===== src/rtl/layer_sched.sv =====
// layer_sched: network-level sequencer above batch_ctrl. Holds a host-written
// table of per-layer descriptors and, per layer, walks batch_ctrl through a
// weight-load phase, a bias-load phase and a batch-run phase, ending each phase
// by counting beats on the monitored AXI streams.
module layer_sched #(
  parameter int NL = 8,
  parameter int LW = 3,
  parameter int SW = 16
) (
  input  logic          clk,
  input  logic          rst,
  input  logic          cfg_we,
  input  logic [LW-1:0] cfg_layer,
  input  logic [2:0]    cfg_sel,
  input  logic [15:0]   cfg_data,
  input  logic [LW:0]   nlayers,
  input  logic          start,
  input  logic          abort,
  output logic          busy,
  output logic          done,
  output logic [LW-1:0] cur_layer,
  output logic          run,
  output logic          wwrite,
  output logic          bwrite,
  output logic          backprop,
  output logic          last,
  output logic [11:0]   ss,
  output logic [11:0]   ds,
  output logic [3:0]    id,
  output logic [3:0]    od,
  output logic [9:0]    fs,
  output logic [9:0]    ks,
  input  logic          src_valid,
  input  logic          src_ready,
  input  logic          src_last,
  input  logic          dst_valid,
  input  logic          dst_ready
);

  typedef enum logic [2:0] {
    S_IDLE, S_LOAD, S_WPRM, S_BPRM, S_GAP, S_RUN, S_NEXT
  } state_t;

  // descriptor table (deliberately not reset so it survives a reset pulse)
  logic [11:0]   t_ss    [NL];
  logic [11:0]   t_ds    [NL];
  logic [3:0]    t_id    [NL];
  logic [3:0]    t_od    [NL];
  logic [9:0]    t_fs    [NL];
  logic [9:0]    t_ks    [NL];
  logic [1:0]    t_flags [NL];
  logic [SW-1:0] t_nsamp [NL];

  state_t        state_q, state_d;
  logic [LW-1:0] cur_layer_q, cur_layer_d;
  logic [23:0]   wcnt_q, wcnt_d;
  logic [SW-1:0] samp_in_q, samp_in_d;
  logic [SW-1:0] samp_out_q, samp_out_d;
  logic [11:0]   beat_q, beat_d;
  logic          gap_run_q, gap_run_d;
  logic [SW-1:0] nsamp_q, nsamp_d;
  logic          bp_q, bp_d;
  logic [11:0]   ss_q, ss_d, ds_q, ds_d;
  logic [3:0]    id_q, id_d, od_q, od_d;
  logic [9:0]    fs_q, fs_d, ks_q, ks_d;
  logic          busy_q, busy_d, done_q, done_d, run_q, run_d;
  logic          wwrite_q, wwrite_d, bwrite_q, bwrite_d, last_q, last_d;

  logic [4:0]    nw_i_s, nw_o_s;
  logic [10:0]   nw_k_s;
  logic [23:0]   nw_s;
  logic [SW-1:0] nsamp_eff_s;

  // weight-word count for the latched layer and effective sample count
  always_comb begin
    nw_i_s      = bp_q ? ({1'b0, id_q} + 5'd1) : 5'd1;
    nw_o_s      = {1'b0, od_q} + 5'd1;
    nw_k_s      = {1'b0, (bp_q ? ks_q : fs_q)} + 11'd1;
    nw_s        = {19'd0, nw_i_s} * {19'd0, nw_o_s} * {13'd0, nw_k_s};
    nsamp_eff_s = (nsamp_q == SW'(0)) ? SW'(1) : nsamp_q;
  end

  // host writes into the descriptor table, accepted only while idle
  always_ff @(posedge clk) begin
    if (cfg_we && (state_q == S_IDLE)) begin
      case (cfg_sel)
        3'd0:    t_ss[cfg_layer]    <= cfg_data[11:0];
        3'd1:    t_ds[cfg_layer]    <= cfg_data[11:0];
        3'd2:    begin
                   t_id[cfg_layer]  <= cfg_data[7:4];
                   t_od[cfg_layer]  <= cfg_data[3:0];
                 end
        3'd3:    t_fs[cfg_layer]    <= cfg_data[9:0];
        3'd4:    t_ks[cfg_layer]    <= cfg_data[9:0];
        3'd5:    t_flags[cfg_layer] <= cfg_data[1:0];
        3'd6:    t_nsamp[cfg_layer] <= cfg_data[SW-1:0];
        default: ;
      endcase
    end
  end

  // next-state, counters and the registered control outputs
  always_comb begin
    state_d     = state_q;
    cur_layer_d = cur_layer_q;
    wcnt_d      = wcnt_q;
    samp_in_d   = samp_in_q;
    samp_out_d  = samp_out_q;
    beat_d      = beat_q;
    gap_run_d   = gap_run_q;
    nsamp_d     = nsamp_q;
    bp_d        = bp_q;
    ss_d        = ss_q;
    ds_d        = ds_q;
    id_d        = id_q;
    od_d        = od_q;
    fs_d        = fs_q;
    ks_d        = ks_q;
    done_d      = 1'b0;

    case (state_q)
      S_IDLE: begin
        if (start) begin
          cur_layer_d = LW'(0);
          if (nlayers != (LW+1)'(0)) begin
            state_d = S_LOAD;
          end else begin
            done_d = 1'b1;
          end
        end else begin
          state_d = S_IDLE;
        end
      end
      S_LOAD: begin
        ss_d       = t_ss[cur_layer_q];
        ds_d       = t_ds[cur_layer_q];
        id_d       = t_id[cur_layer_q];
        od_d       = t_od[cur_layer_q];
        fs_d       = t_fs[cur_layer_q];
        ks_d       = t_ks[cur_layer_q];
        bp_d       = t_flags[cur_layer_q][0];
        nsamp_d    = t_nsamp[cur_layer_q];
        wcnt_d     = 24'd0;
        samp_in_d  = SW'(0);
        samp_out_d = SW'(0);
        beat_d     = 12'd0;
        if (t_flags[cur_layer_q][1]) begin
          state_d   = S_GAP;
          gap_run_d = 1'b1;
        end else begin
          state_d = S_WPRM;
        end
      end
      S_WPRM: begin
        // beats counted on valid alone, as batch_ctrl counts parameters
        if (src_valid) begin
          if (wcnt_q == nw_s - 24'd1) begin
            wcnt_d    = 24'd0;
            state_d   = S_GAP;
            gap_run_d = bp_q;
          end else begin
            wcnt_d = wcnt_q + 24'd1;
          end
        end else begin
          wcnt_d = wcnt_q;
        end
      end
      S_BPRM: begin
        if (src_valid) begin
          if (wcnt_q == {20'd0, od_q}) begin
            wcnt_d    = 24'd0;
            state_d   = S_GAP;
            gap_run_d = 1'b1;
          end else begin
            wcnt_d = wcnt_q + 24'd1;
          end
        end else begin
          wcnt_d = wcnt_q;
        end
      end
      S_GAP: begin
        state_d = gap_run_q ? S_RUN : S_BPRM;
      end
      S_RUN: begin
        if (src_valid && src_ready && src_last) begin
          samp_in_d = samp_in_q + SW'(1);
        end else begin
          samp_in_d = samp_in_q;
        end
        if (dst_valid && dst_ready) begin
          if (beat_q == ds_q) begin
            beat_d     = 12'd0;
            samp_out_d = samp_out_q + SW'(1);
            if (samp_out_d == nsamp_eff_s) begin
              state_d = S_NEXT;
            end else begin
              state_d = S_RUN;
            end
          end else begin
            beat_d = beat_q + 12'd1;
          end
        end else begin
          beat_d = beat_q;
        end
      end
      S_NEXT: begin
        if (({1'b0, cur_layer_q} + (LW+1)'(1)) < nlayers) begin
          cur_layer_d = cur_layer_q + LW'(1);
          state_d     = S_LOAD;
        end else begin
          state_d = S_IDLE;
          done_d  = 1'b1;
        end
      end
      default: begin
        state_d = S_IDLE;
      end
    endcase

    // abort beats any phase completion decided above
    if (abort && (state_q != S_IDLE)) begin
      state_d = S_IDLE;
      done_d  = 1'b0;
    end else begin
      state_d = state_d;
    end

    busy_d   = (state_d != S_IDLE);
    run_d    = (state_d == S_RUN);
    wwrite_d = (state_d == S_WPRM);
    bwrite_d = (state_d == S_BPRM);
    last_d   = (state_d == S_RUN) && (samp_in_d >= nsamp_eff_s - SW'(1));
  end

  // state and output registers
  always_ff @(posedge clk or negedge rst) begin
    if (!rst) begin
      state_q     <= S_IDLE;
      cur_layer_q <= LW'(0);
      wcnt_q      <= 24'd0;
      samp_in_q   <= SW'(0);
      samp_out_q  <= SW'(0);
      beat_q      <= 12'd0;
      gap_run_q   <= 1'b0;
      nsamp_q     <= SW'(0);
      bp_q        <= 1'b0;
      ss_q        <= 12'd0;
      ds_q        <= 12'd0;
      id_q        <= 4'd0;
      od_q        <= 4'd0;
      fs_q        <= 10'd0;
      ks_q        <= 10'd0;
      busy_q      <= 1'b0;
      done_q      <= 1'b0;
      run_q       <= 1'b0;
      wwrite_q    <= 1'b0;
      bwrite_q    <= 1'b0;
      last_q      <= 1'b0;
    end else begin
      state_q     <= state_d;
      cur_layer_q <= cur_layer_d;
      wcnt_q      <= wcnt_d;
      samp_in_q   <= samp_in_d;
      samp_out_q  <= samp_out_d;
      beat_q      <= beat_d;
      gap_run_q   <= gap_run_d;
      nsamp_q     <= nsamp_d;
      bp_q        <= bp_d;
      ss_q        <= ss_d;
      ds_q        <= ds_d;
      id_q        <= id_d;
      od_q        <= od_d;
      fs_q        <= fs_d;
      ks_q        <= ks_d;
      busy_q      <= busy_d;
      done_q      <= done_d;
      run_q       <= run_d;
      wwrite_q    <= wwrite_d;
      bwrite_q    <= bwrite_d;
      last_q      <= last_d;
    end
  end

  assign busy      = busy_q;
  assign done      = done_q;
  assign cur_layer = cur_layer_q;
  assign run       = run_q;
  assign wwrite    = wwrite_q;
  assign bwrite    = bwrite_q;
  assign backprop  = bp_q;
  assign last      = last_q;
  assign ss        = ss_q;
  assign ds        = ds_q;
  assign id        = id_q;
  assign od        = od_q;
  assign fs        = fs_q;
  assign ks        = ks_q;

endmodule

===== config.mk =====
export PLATFORM = sky130hd
export DESIGN_NAME = layer_sched
export DESIGN_NICKNAME = d
export VERILOG_FILES = /design/src/rtl/layer_sched.sv
export SDC_FILE = /design/constraint.sdc
export NUM_CORES = 1
export LEC_CHECK = 0
export BUFFER_PORTS_ARGS = -buffer_cell sky130_fd_sc_hd__buf_4
export CAP_MARGIN = 20
export CORE_MARGIN = 1
export CORE_UTILIZATION = 42
export CTS_CLUSTER_SIZE = 40
export DETAILED_ROUTE_END_ITERATION = 10
export PLACE_DENSITY_LB_ADDON = 0.05
export SLEW_MARGIN = 5
export SYNTH_ARGS = -nofsm -noshare
export SYNTH_HDL_FRONTEND = slang
export SYNTH_SLANG_ARGS = --single-unit

===== constraint.sdc =====
create_clock -name clk -period 13.2 [get_ports clk]
set_clock_uncertainty 0.15 [all_clocks]
set_input_delay 1.32 -clock clk [delete_from_list [all_inputs] [get_ports clk]]
set_output_delay 1.32 -clock clk [all_outputs]
set_load 0.03 [all_outputs]

## Yosys cells after proc, flatten, opt, wreduce, memory -nomap -nowiden

Memories as Yosys holds them, arrays and structs flattened. A register that Yosys moved wholly into a read port is not among the register bits.
Cells that the tools add are included.

| operators by class | value |
|---|---|
| add/sub/neg operators | 11 |
| $mul | 2 |
| $lt $le $gt $ge | 2 |
| equality and inequality tests | 28 |
| mux-type cells | 65 |
| reduce and logical (&&, ||, !) cells | 27 |

Operators by type and width:

| operator | number |
|---|---|
| $mux W24 | 4 |
| $pmux W24 S3 | 1 |
| $mux W16 | 4 |
| $pmux W16 S2 | 2 |
| $mux W3 | 13 |
| $add A16 B1 Y16 const B | 2 |
| $mux W1 | 31 |
| $add A24 B1 Y24 const B | 1 |
| $eq A24 B24 Y1 | 1 |
| $eq A24 B4 Y1 | 1 |
| $mux W12 | 2 |
| $pmux W12 S2 | 1 |
| $sub A21 B1 Y22 const B | 1 |
| $eq A3 B3 Y1 const B | 7 |
| $mul A10 B11 Y21 | 1 |
| $pmux W3 S7 | 1 |
| $eq A3 B2 Y1 const B | 6 |
| $ne A2 B2 Y1 const B | 9 |
| $eq A16 B16 Y1 | 1 |
| $ge A16 B16 Y1 | 1 |
| $logic_not A16 Y1 | 1 |
| $sub A16 B1 Y16 const B | 1 |
| $add A12 B1 Y12 const B | 1 |
| $eq A12 B12 Y1 | 1 |
| 22 further kinds | 41 |

| word-level totals | value |
|---|---|
| bits in registers | 82 |
| memory bits (writable) | 560 |
| input port bits | 36 |
| output and inout bits | 62 |
| logic and storage cells | 157 |
| memories | 8 |

Memory list:

| memory | words | width | read ports | clocked after Yosys merged registers in | write ports | RTL line | RTL |
|---|---|---|---|---|---|---|---|
| t_nsamp | 8 | 16 | 1 | 1 | 1 | 52 | `logic [SW-1:0] t_nsamp [NL];` |
| t_ds | 8 | 12 | 1 | 1 | 1 | 46 | `logic [11:0] t_ds [NL];` |
| t_ss | 8 | 12 | 1 | 1 | 1 | 45 | `logic [11:0] t_ss [NL];` |
| t_fs | 8 | 10 | 1 | 1 | 1 | 49 | `logic [9:0] t_fs [NL];` |
| t_ks | 8 | 10 | 1 | 1 | 1 | 50 | `logic [9:0] t_ks [NL];` |
| t_id | 8 | 4 | 1 | 1 | 1 | 47 | `logic [3:0] t_id [NL];` |
| +2 memories | -- | -- | -- | -- | -- | -- |  |

## Logic depth before layout (Yosys ltp)

| depth | value |
|---|---|
| depth after elaboration | 12 |
| mapped depth | 38 |

## Worst setup path before layout

Ideal clock, no wire load.

| timing | value |
|---|---|
| path type | register -> register |
| start | register bp_q (netlist: backprop) (read register of t_flags) |
| end | register wcnt_q[10] |
| data arrival time | 10.129 ns |
| data required time | 12.929 ns |
| slack | 2.800 ns |
| stages on the path, launching flop included | 37 |
| path buffers | 8 |
| period minus slack after synthesis | 10.400 ns |
| cell sequence | dfrtp_1 -> clkbuf_1 -> clkbuf_1 -> clkbuf_1 -> clkbuf_1 -> and2_1 -> nand2_1 -> fa_1 -> fa_1 -> inv_1 -> fa_1 -> ha_1 -> a21oi_1 -> o21bai_1 -> a21oi_1 -> o21bai_1 -> a21oi_1 -> xor2_1 -> clkbuf_1 -> nand2_1 -> ha_1 -> fa_1 -> fa_1 -> fa_1 -> inv_1 -> fa_1 -> ha_1 -> buf_2 -> nand2_2 -> o221a_2 -> and4b_1 -> or4_4 -> a211oi_2 -> a31oi_2 -> buf_4 -> buf_6 -> a22o_1 |

| between the ends | value |
|---|---|
| cells in the longest elaborated chain, start to end | 8 |
| elaborated cells on any way between the ends | 10 |
| classes of those cells | add/sub (2); mul (2); eq/ne (1); mux (5) |

RTL lines:

| item | RTL line | RTL |
|---|---|---|
| from (decl) | 62 | `logic bp_q, bp_d;` |
| $mux W5 or $mux W10 (tied branches) | 76, 78 |  |
| $mul A5 B5 Y10 or $add A10 B1 Y11 (tied branches) | 79, 78 |  |
| $mul A10 B11 Y21 (*) | 79 | `nw_s = {19'd0, nw_i_s} * {19'd0, nw_o_s} * {13'd0, nw_k_s};` |
| $sub A21 B1 Y22 (*) | 157 | `if (wcnt_q == nw_s - 24'd1) begin` |
| $eq A24 B24 Y1 (*) | 157 |  |
| $mux W24 (*) | 157 |  |
| $mux W24 (*) | 156 | `if (src_valid) begin` |
| $pmux W24 S3 (*) | 121 | `case (state_q)` |
| to (signal assigned) | 262 | `wcnt_q <= wcnt_d;` |
| to (decl) | 56 | `logic [23:0] wcnt_q, wcnt_d;` |

Every way passes the cells marked *; elsewhere a longest branch is shown, timed or not. The select of a mux whose other input is x is not followed.
A chain may end at the register's enable or synchronous reset.

## Final worst setup path

| timing | value |
|---|---|
| start | register id_q[0] (netlist: id[0]) (read register of t_id) |
| end | register wcnt_q[22] |

| between the ends | value |
|---|---|
| cells in the longest elaborated chain, start to end | 9 |

RTL lines:

| item | RTL line | RTL |
|---|---|---|
| from (decl) | 64 | `logic [3:0] id_q, id_d, od_q, od_d;` |
| $add A4 B1 Y5 | 76 | `nw_i_s = bp_q ? ({1'b0, id_q} + 5'd1) : 5'd1;` |
| $mux W5 | 76 |  |
| $mul A5 B5 Y10 | 79 |  |
| $mul A10 B11 Y21 | 79 |  |
| $sub A21 B1 Y22 | 157 |  |
| $eq A24 B24 Y1 | 157 |  |
| $mux W24 | 157 |  |
| $mux W24 | 156 |  |
| $pmux W24 S3 | 121 |  |

Every way passes these cells. The select of a mux whose other input is x is not followed.

==> results.ini <==
[run_status]
outcome = completed

[layout]
drive_gt1_frac = 0.170
syn_to_final_growth_pct = 13.1
final_common_cell = edfxtp_1
final_cell_mix = edfxtp_1, nor2_1, dfrtp_1
diodes = 0
nNetsFinal = 2818

[floorplanning]
die_y_um = 291
ios = 98
fp-row-count = 105
core-area_sq_um = 82400
initial_utilization = 0.426
fp.dieW_um = 291
die_area_sq_um = 84800

[grt]
antenna_found_initial = 2
grt_pass1_vias = 21100
grt_max_degree = 89
grt_overflow = 0
groute.usage.overall = 0.213
grt_pass1_wl_um = 135000

[synthesis]
synth.avg_cell_area_sq_um = 14.1
async_reset_ff_frac = 0.211
synth_ff_type = edfxtp_1
ys_warn_count = 0
synth.ff_latch_count = 710
synth_area_leaders = edfxtp_1, dfrtp_1, mux4_2
yosysUniqueCellTypes = 95
synth_seq_area_share = 0.586
syn-cell-area_sq_um = 35100
synth_edf_count = 560
synth_top_area_share = 0.479
syn-instance-count = 2487
synth.largest_area_cell = edfxtp_1
syn-num-nets = 2719

[route]
first_iter_violations = 1519
drc = 0
wl_um = 88700
viasPerCell = 5.52
vias = 20500
dr.pass1.iters = 5
drtAntennaViolNets = 0
wl_per_cell_um = 23.9

[placed_design]
gp_congestion = 0.863
hpwl_um = 59500
io_buffer_count = 97

[clock_network]
clk_path_buf_depth = 3
ctsHoldBuffers = 0
insertion_delay_ps = 650
cts_resized = 0
cts_root_buffer = clkbuf_16
htree_levels = 3
postCtsSetupRepairBufs = 0
clkTransAtPathRegs_ps = 60
cts_made_buffers = 80
cts_tree = done
cts.sinks = 710

[timing]
max_freq_ghz = 0.0946
min_period_ps = 10570
slew_headroom = 0.258
tightest_slew_ps = 1100
hold_viol = 0
slew_violations = 0
rsz0062_at_grt = no
setup_tns_ps = 0
timing.final.crit_share = 0.801
setup_viol = 0

[flow_run]
cap_viol_max_count = 0

[setup_path]
cpMostUsedCell = fa_1
critPathMaxStageDelay_ps = 670
r2r_cells = 31
r2r-start = id[0]
cp_max_fo = 42
worstSetupPathType = reg2reg
crit_path_end_kind = register
r2r_setup_slack_ps = 2630
critPathArrivalTime_ps = 10910
critPathSlowestCell = xor2_1
r2r_end = wcnt_q[22]
required_ps = 13540
start_kind = register

[hold_path]
min-delay-start = ss[5]
hold_path_depth = 2
hold_class = reg2reg
min_to = ss[5]

## metal layers
metal	part of all wire	vias to the layer above	routed length, um	track usage
met4	0.020	0	1780	0.0506
met3	0.033	126	2910	0.0247
li1	-	9444	-	-
met5	0	-	0	0
met2	0.47	390	42000	0.343
met1	0.47	10600	42000	0.308
## cells in the mapped netlist, types with 6 or more instances
library cell,number
xor2_1,64
nor2b_1,19
fa_1,87
nor4_1,16
or2_2,6
xnor2_1,57
clkbuf_1,74
o31ai_1,9
ha_1,109
a31oi_1,19
inv_1,131
mux2i_1,76
a21o_1,26
a21oi_1,139
and3_1,20
buf_2,9
nand2b_1,20
dfrtp_1,150
nor3_1,32
o21ai_0,54
mux4_2,140
a211oi_1,6
nand2_1,138
and2_1,40
nand3_1,47
and4_1,6
buf_1,21
edfxtp_1,560
nand4_1,27
nor2_1,236
or3_1,11
buf_4,6
## area by class of cell
class                           instances  area, sq um
Fill cell                            7168        42600
Timing Repair Buffer                  135         1030
Sequential cell                       710        20600
Tap cell                             1070         1340
Clock buffer                          103         2190
Multi-Input combinational cell       1526        13500
Inverter                              133          499
Clock inverter                         41          552
## state kept, by name, indices dropped and copies added, names as in the netlist, 4 cells and up
| register | cells |
|---|---|
| t_id | 32 |
| t_od | 32 |
| t_nsamp | 128 |
| beat_q | 12 |
| wcnt_q | 24 |
| ss | 12 |
| samp_in_q | 16 |
| t_flags | 16 |
| t_ds | 96 |
| t_fs | 80 |
| ks | 10 |
| samp_out_q | 16 |
| ds | 12 |
| t_ks | 80 |
| id | 4 |
| t_ss | 96 |
| od | 4 |
| nsamp_q | 16 |
| fs | 10 |
## kinds of logic (layout without fill, tap and decap cells)
group,after synthesis,count (layout),synth area share
DFF,710,710,0.586
and+or+nand+nor,658,658,0.0932
AOI/OAI and AO/OA,330,330,0.0600
buffers and inverters,251,412,0.0293
muxes,221,221,0.113
adders and majority gates,196,196,0.0884
xor gates and xnor gates,121,121,0.0302
## critical path, delay by kind of cell (launching register included)
family	cells	cell delay [ps]
AOI/OAI and AO/OA	10	2090
adders and majority gates	11	5160
and+or+nand+nor	6	1480
buffers and inverters	3	380
DFF	1	470
xor gates and xnor gates	1	670
## stage by stage
stage,utilization,setup WS [ps],hold WS [ps],area (sq um),cells
after floorplan,-,2800,348,35100,2487
after global placement,0.449,2810,373,37000,3573
after detailed placement,0.449,2650,390,37000,3573
after CTS,0.482,2600,404,39700,3717
after global routing,0.482,1910,443,39700,3718
final,0.482,2630,391,39700,3718
## worst max path at each step
| stage | start | end | cells past startpoint | slack (ps) |
|---|---|---|---|---|
| after floorplan | backprop | wcnt_q[10] | 36 | 2800 |
| after global placement | od[0] | wcnt_q[22] | 31 | 2810 |
| after detailed placement | id[0] | wcnt_q[22] | 31 | 2650 |
| after CTS | id[0] | wcnt_q[22] | 31 | 2600 |
| after global routing | od[0] | wcnt_q[19] | 32 | 1910 |
| final | id[0] | wcnt_q[22] | 31 | 2630 |
Power is not shown: default switching activity piles up to over one toggle a cycle in this logic, so the estimate is an artifact.
